## config.mk

```make
export PLATFORM = sky130hd
export DESIGN_NAME = mem_arbiter
export DESIGN_NICKNAME = d
export VERILOG_FILES = /design/src/rtl/mem_arbiter.sv
export SDC_FILE = /design/constraint.sdc
export NUM_CORES = 1
export LEC_CHECK = 0
export BUFFER_PORTS_ARGS = -buffer_cell sky130_fd_sc_hd__buf_2
export CAP_MARGIN = 5
export CORE_AREA = 2 2 103 105
export CTS_BUF_LIST = sky130_fd_sc_hd__clkbuf_4
export CTS_CLUSTER_DIAMETER = 100
export CTS_CLUSTER_SIZE = 10
export DETAILED_ROUTE_END_ITERATION = 10
export DIE_AREA = 0 0 105 107
export SYNTH_ARGS = -nofsm -noshare
export SYNTH_HDL_FRONTEND = slang
export SYNTH_SLANG_ARGS = --single-unit
```

## constraint.sdc

```tcl
create_clock -name CLK -period 3.09 [get_ports CLK]
set_input_delay 0.309 -clock CLK [delete_from_list [all_inputs] [get_ports CLK]]
set_output_delay 0.309 -clock CLK [all_outputs]
set_load 0.01 [all_outputs]
```

## src/rtl/mem_arbiter.sv

```systemverilog
// Shared RAM port arbiter between instruction and data caches.
// Data cache has priority; a starvation counter forces an instruction grant.
module mem_arbiter #(
  parameter int ADDR_W     = 32,
  parameter int DATA_W     = 32,
  parameter int STARVE_MAX = 4
) (
  input  logic              CLK,
  input  logic              nRST,
  input  logic              iREN,
  input  logic [ADDR_W-1:0] iaddr,
  output logic              iwait,
  output logic [DATA_W-1:0] iload,
  input  logic              dREN,
  input  logic              dWEN,
  input  logic [ADDR_W-1:0] daddr,
  input  logic [DATA_W-1:0] dstore,
  output logic              dwait,
  output logic [DATA_W-1:0] dload,
  output logic              ramREN,
  output logic              ramWEN,
  output logic [ADDR_W-1:0] ramaddr,
  output logic [DATA_W-1:0] ramstore,
  input  logic [DATA_W-1:0] ramload,
  input  logic              ram_ready
);

  typedef enum logic [1:0] {IDLE, DSERV, ISERV} state_t;

  localparam logic [3:0] STARVE_LIM = 4'(STARVE_MAX);

  state_t     state_q, state_d;
  logic [3:0] starve_cnt_q, starve_cnt_d;
  logic       d_req;
  logic       starve_hit;

  always_ff @(posedge CLK or negedge nRST) begin
    if (!nRST) begin
      state_q      <= IDLE;
      starve_cnt_q <= '0;
    end else begin
      state_q      <= state_d;
      starve_cnt_q <= starve_cnt_d;
    end
  end

  always_comb begin
    state_d      = state_q;
    starve_cnt_d = starve_cnt_q;
    iwait        = 1'b1;
    dwait        = 1'b1;
    iload        = '0;
    dload        = '0;
    ramREN       = 1'b0;
    ramWEN       = 1'b0;
    ramaddr      = '0;
    ramstore     = '0;
    d_req        = dREN | dWEN;
    starve_hit   = iREN && (starve_cnt_q == STARVE_LIM);

    case (state_q)
      IDLE: begin
        // One grant per IDLE visit; strobes stay low here (grant bubble).
        if (d_req && !starve_hit) begin
          state_d = DSERV;
          if (!iREN)
            starve_cnt_d = '0;
          else if (starve_cnt_q != STARVE_LIM)
            starve_cnt_d = starve_cnt_q + 4'd1;
        end else if (iREN) begin
          state_d      = ISERV;
          starve_cnt_d = '0;
        end
      end
      DSERV: begin
        ramaddr  = daddr;
        ramstore = dstore;
        ramWEN   = dWEN;
        ramREN   = dREN & ~dWEN;
        if (!d_req) begin
          state_d = IDLE;
        end else if (ram_ready) begin
          dwait   = 1'b0;
          dload   = dWEN ? '0 : ramload;
          state_d = IDLE;
        end
      end
      ISERV: begin
        ramaddr = iaddr;
        ramREN  = iREN;
        if (!iREN) begin
          state_d = IDLE;
        end else if (ram_ready) begin
          iwait   = 1'b0;
          iload   = ramload;
          state_d = IDLE;
        end
      end
      default: state_d = IDLE;
    endcase
  end

endmodule

```

==> flow_summary.toml, run 1 <==
[run_status]
status = "completed"

[timing]
timing_hold_violations_final = 0
fmax_mhz = 427.4
fin_tns_setup_ns = 0
setup_violations = 0
hold_ws_ns = 0.4299
slew_headroom_pct = 42.37
fin_crit_ns = 2.339
fin_skew_ns = 0.002906
period_share_pct = 75.71
finalMaxSlewViolations = 0
worst_slew_pin_slew_ns = 0.8645
rsz0062_at_grt = "no"

[synth]
yosysUniqueCellTypes = 28
synth.top_cell.area_share_pct = 37.86
synth_nets = 376
netlist_instances = 236
synth_area_leaders = "and2_1 (38%), a22oi_1 (15%), nor2b_1 (12%)"
synth_area_per_cell_um2 = 6.791
yosysMostFrequentCell = "and2_1"
yosysSeqAreaShare_pct = 9.368
synth_flop_cell = "dfrtp_1"
ys_ff_latch = 6
ys_top_cells_by_count = "and2_1 (97), a22oi_1 (32), nor2b_1 (32)"
synth_edf_count = 0
syn-cell-area_um2 = 1603
yosys.area.top_type = "and2_1"
ys_async_sr_fraction_pct = 100.0
ys_warn_count = 0

[worst_setup_path]
cp-end-kind = "output pin"
crit_chain = "inv_1 > ha_2 > buf_4 > nand3b_1 > a21boi_0 > buf_2"
crit_required_ns = 2.78
max_stage_delay_ns = 0.46
start_kind = "flip-flop"
cp_max_fo = 68
crit_slowest_cell = "buf_4"
r2r_cells = 6
r2r_slack_ns = 1.24
crit_arrival_ns = 2.03
worstSetupPathType = "reg2out"
reg2reg_from = "state_q[0]"
cp-startpoint = "state_q[1]"
reg2reg_to = "state_q[1]"

[power_and_ir_drop]
clkPwrFrac_pct = 4.6
p_sw_uw = 738.0
comb_power_share_pct = 87.0
swShare_pct = 50.91
p_per_area_nw_per_um2 = 474.0
p_seq_share_pct = 8.4
p_leak_nw = 1.850
internal_power_uw = 711.5
peakVddDrop_mv = 0.2320

[floorplanning]
die_y_um = 107
die_area_um2 = 11240
die_w_um = 105
coreArea_um2 = 10090
boundaryPins = 266
rows = 37
start_util_pct = 15.88

[cells_and_area]
nFillCells = 1129
multi_input_area_um2 = 1330
num_antenna_cells = 0
layout-drive-gt1-share_pct = 56.82
nets = 626
syn2layout_area_growth_pct = 90.79
seqCellArea_um2 = 150.1

[clocking]
clock-sinks = 6
clockBufferDepth = 2
clock_latency_ns = 0.23
ctsHoldBuffers = 1
cts_made_buffers = 3
cts_tree = "built"
cts_resized = 0
post_cts_buffers = 0
root_buffer = "clkbuf_4"
htreeDepth = 1
clk_pin_slew_ns = 0.04

[global_routing]
antenna_found_initial = 0
grt_pass1_wl_mm = 11.47
grt.total_usage_pct = 12.43
grt-ovfl-total = 0
grt_start_max_net_pins = 69
grt_pass1_vias = 2409

[route]
via_per_inst = 4.181
drt.antenna.violating_nets = 0
drt_iter0_markers = 123
dr.pass1.iters = 4
num_vias = 2592
wirelength_mm = 7.746
drc = 0
wl_per_cell_um = 12.49

[flow_run]
drv_cap = 0

[place]
hpwl_mm = 6.630
port_buffers = 265
place_congestion = 0.7615

[hold_path]
hold_class = "in2async"
## worst max-delay path: cells and delay by family (launching register included)
kind / cells / cell delay, ns
AOI/OAI and AO/OA: 1 / 0.27
adders and majority gates: 1 / 0.18
buffers and inverters: 3 / 0.72
DFF: 1 / 0.41
and+or+nand+nor: 1 / 0.21
## power by group through the flow
stage / logic (mW) / clock network [mW] / registers, mW
floorplan: 0.789 / 0 / 0.118
detailed placement: 1.29 / 0 / 0.123
CTS: 1.29 / 0.0714 / 0.122
finish: 1.26 / 0.0668 / 0.122
global placement: 1.25 / 0 / 0.122
global route: 1.40 / 0.0794 / 0.127
## flip-flops by register name, summed over array words and instances, names as in the netlist
signal and cells:
starve_cnt_q 4, state_q 2
## per-layer routing
| layer | share of wire [%] | up-vias | GRT usage, % | wire length, um |
|---|---|---|---|---|
| met5 | 0 | - | 0 | 0 |
| met3 | 8.7 | 6 | 1.702 | 677 |
| met2 | 53 | 158 | 25.23 | 4134 |
| met4 | 1.1 | 0 | 2.667 | 83 |
| li1 | - | 1277 | - | - |
| met1 | 37 | 1151 | 13.51 | 2851 |
## cell type report
class	instances	area share, %
Timing Repair Buffer	268	44.19
Multi-Input combinational cell	198	43.49
Tap cell	136	5.565
Sequential cell	6	4.910
Inverter	9	1.105
Clock buffer	3	0.7365
## worst max-delay path by stage
stage                         to  cells past startpoint
after floorplan           ramREN                      6
after global placement    ramREN                      6
after detailed placement  ramREN                      6
after CTS                 ramREN                      6
after global routing      ramREN                      6
final                     ramREN                      6
## stage by stage
step,instances,utilization (%),power (mW),area (um^2),setup WS [ns]
after detailed placement,616,29.98,1.409,3025,0.9225
after global placement,616,29.98,1.373,3025,1.063
after global routing,620,30.30,1.602,3058,0.4988
after CTS,620,30.30,1.484,3058,0.6565
after floorplan,236,-,0.9075,1603,1.375
final,620,30.30,1.450,3058,0.7505
## layout by cell type (no fill, tap or decap), types with 2 or more instances in the layout
cell,netlist,final
a22oi_1,32,32
and2_1,97,97
buf_2,4,265
buf_4,0,2
clkbuf_4,0,3
dfrtp_1,6,6
ha_1,6,5
inv_1,9,9
nand2_1,5,5
nand3_1,2,2
nand3b_1,2,2
nand4_1,2,2
nor2_1,2,2
nor2b_1,32,32
o21ai_0,3,3
or2_2,2,2
## cells by family after synthesis
logic type	after synthesis	share of synthesized area, %
AOI/OAI and AO/OA	43	19.99
adders and majority gates	6	4.684
buffers and inverters	32	7.806
DFF	6	9.367
and+or+nand+nor	149	58.16
No activity file was read; power rests on OpenSTA's default activity.
==> run 2: changes to the inputs <==
ABC_AREA = 1   (was unset)
CORE_AREA = 2 2 104 106   (was 2 2 103 105)
DIE_AREA = 0 0 106 108   (was 0 0 105 107)
clock period = 1.89 ns   (was 3.09 ns; I/O delays follow)
==> run 2 against run 1 <==
Net effect: sequential cell count unchanged; sequential power up 70%; synthesized cell count increased by 53%; final cell count up 22%; wire length grew 8.0%; worst hold slack lost 0.16 ns; die area rose by 1.9%; global-route usage rose by 0.40 points; utilization up 0.66 points; non-clock buffer count up 7; count of clock-buffer cells in the layout is the same; critical path depth unchanged; largest cell class unchanged; largest power group unchanged.
==> flow_summary.toml, run 2 <==
[route]
dr.pass1.iters = 4
drt_iter0_markers = 179
drt.antenna.violating_nets = 0
wl_per_cell_um = 11.10
num_vias = 2923
drc = 0
via_per_inst = 3.877
wirelength_mm = 8.366

[global_routing]
grt_pass1_vias = 2624
grt_pass1_wl_mm = 12.28
grt-ovfl-total = 0
grt_start_max_net_pins = 34
antenna_found_initial = 0
grt.total_usage_pct = 12.84

[synth]
synth.top_cell.area_share_pct = 29.26
yosysSeqAreaShare_pct = 9.217
synth_flop_cell = "dfrtp_1"
syn-cell-area_um2 = 1629
yosysUniqueCellTypes = 13
netlist_instances = 361
ys_async_sr_fraction_pct = 100.0
synth_area_leaders = "nand2_1 (29%), inv_1 (19%), nor2_1 (16%)"
ys_top_cells_by_count = "nand2_1 (127), inv_1 (82), nor2_1 (71)"
synth_nets = 501
ys_ff_latch = 6
yosys.area.top_type = "nand2_1"
synth_area_per_cell_um2 = 4.513
synth_edf_count = 0
yosysMostFrequentCell = "nand2_1"
ys_warn_count = 0

[cells_and_area]
largest_reg_flops = 4
layout-drive-gt1-share_pct = 45.31
nets = 760
largest_registers = "starve_cnt_q x4, state_q x2"
num_antenna_cells = 0
layout_commonest_cell = "buf_2"
nFillCells = 1221
mostFrequentLayoutCells = "buf_2 (265), nand2_1 (127), inv_1 (82)"
max_flop_register = "starve_cnt_q"
syn2layout_area_growth_pct = 94.47

[place]
port_buffers = 265
hpwl_mm = 7.121
pre_cts_ws_ns = 0.2851
place_congestion = 0.8203

[worst_setup_path]
crit_arrival_ns = 1.66
start_kind = "flip-flop"
crit_required_ns = 1.70
cp-startpoint = "state_q[1]"
worstSetupPathType = "reg2out"
reg2reg_from = "state_q[1]"
cp_max_fo = 24
cp-end-kind = "output pin"

[hold_path]
hold_class = "in2reg"
worstHoldStart = "iREN"

[power_and_ir_drop]
p_leak_nw = 2.379
peakVddDrop_mv = 0.5450
p_per_area_nw_per_um2 = 843.4

[floorplanning]
die_w_um = 106
rows = 37
coreArea_um2 = 10230
boundaryPins = 266
die_area_um2 = 11450
start_util_pct = 15.92
die_y_um = 108

[clocking]
htreeDepth = 1
cts_tree = "built"
clk_pin_slew_ns = 0.04
clockBufferDepth = 2
clock-sinks = 6
root_buffer = "clkbuf_4"
cts_made_buffers = 3
clock_latency_ns = 0.24
post_cts_buffers = 0

[timing]
slew_headroom_pct = 83.43
fmax_mhz = 541.0
rsz0062_at_grt = "yes"
worst_slew_pin_slew_ns = 0.2477
fin_crit_ns = 1.848
setup_violations = 0
finalMaxSlewViolations = 0
hold_ws_ns = 0.2672
timing_hold_violations_final = 0
fin_skew_ns = 0.002133
period_share_pct = 97.80
worst_slack_ns = 0.04160

[run_status]
status = "completed"

[flow_run]
drv_cap = 0
[run 2: per-stage QoR]
| step | TNS (ns) | instance area, um^2 | instances | utilization, % | power (mW) |
|---|---|---|---|---|---|
| floorplan | 0 | 1629 | 361 | - | 1.563 |
| global route | -0.08398 | 3168 | 754 | 30.96 | 2.964 |
| detailed placement | 0 | 3107 | 750 | 30.37 | 2.525 |
| CTS | 0 | 3139 | 754 | 30.68 | 2.657 |
| finish | 0 | 3168 | 754 | 30.96 | 2.672 |
| global placement | 0 | 3107 | 750 | 30.37 | 2.520 |
[run 2: final timing paths]
kind,to,slack (ns),cells past startpoint
worst max-delay path,ramaddr[1],0.04,6
worst min register to register,starve_cnt_q[1],0.51,2
max in group asynchronous,starve_cnt_q[2],1.45,2
min in group asynchronous,starve_cnt_q[3],0.31,2
worst max register to register,state_q[1],0.51,9
worst min-delay path,starve_cnt_q[0],0.27,3
[run 2: cell type report]
type,count,area [um^2],area share [%]
timing repair buffer,275,1443,45.54
inverter,82,307.8,9.716
multi-input combinational,252,1075,33.93
sequential,6,150.1,4.739
tap,136,170.2,5.371
clock buffer,3,22.52,0.7109
[run 2: layer usage]
metal / vias to the layer above / track usage (%) / wire length (um)
li1: 1548 / - / -
met1: 1236 / 15.19 / 3314
met2: 137 / 24.84 / 4346
met3: 2 / 2.411 / 689
met4: 0 / 1.222 / 17
met5: - / 0 / 0
[run 2: timing repair]
action | in CTS | in global routing
hold endpoints to repair | 6 | 0
gates resized for setup | 0 | 8
setup endpoints to repair | 0 | 27
hold buffers | 1 | 0
[run 2: logic make-up after synthesis]
| logic type | Yosys count | share of synthesized area [%] |
|---|---|---|
| simple gates | 211 | 49.85 |
| fa+ha+maj | 6 | 4.608 |
| xor+xnor | 1 | 0.5377 |
| flops | 6 | 9.216 |
| buf+inv | 103 | 25.12 |
| compound gates | 34 | 10.68 |
[run 2: where the power goes]
part	switching (mW)	internal, mW
logic	1.46	0.891
registers	0.0398	0.168
clock network	0.0395	0.0714
[run 2: critical path, stage by stage, from the launching register on]
cell,delay (ns)
dfrtp_1,0.40
inv_1,0.11
ha_2,0.24
buf_6,0.21
nand2_1,0.07
a21oi_1,0.20
buf_2,0.17
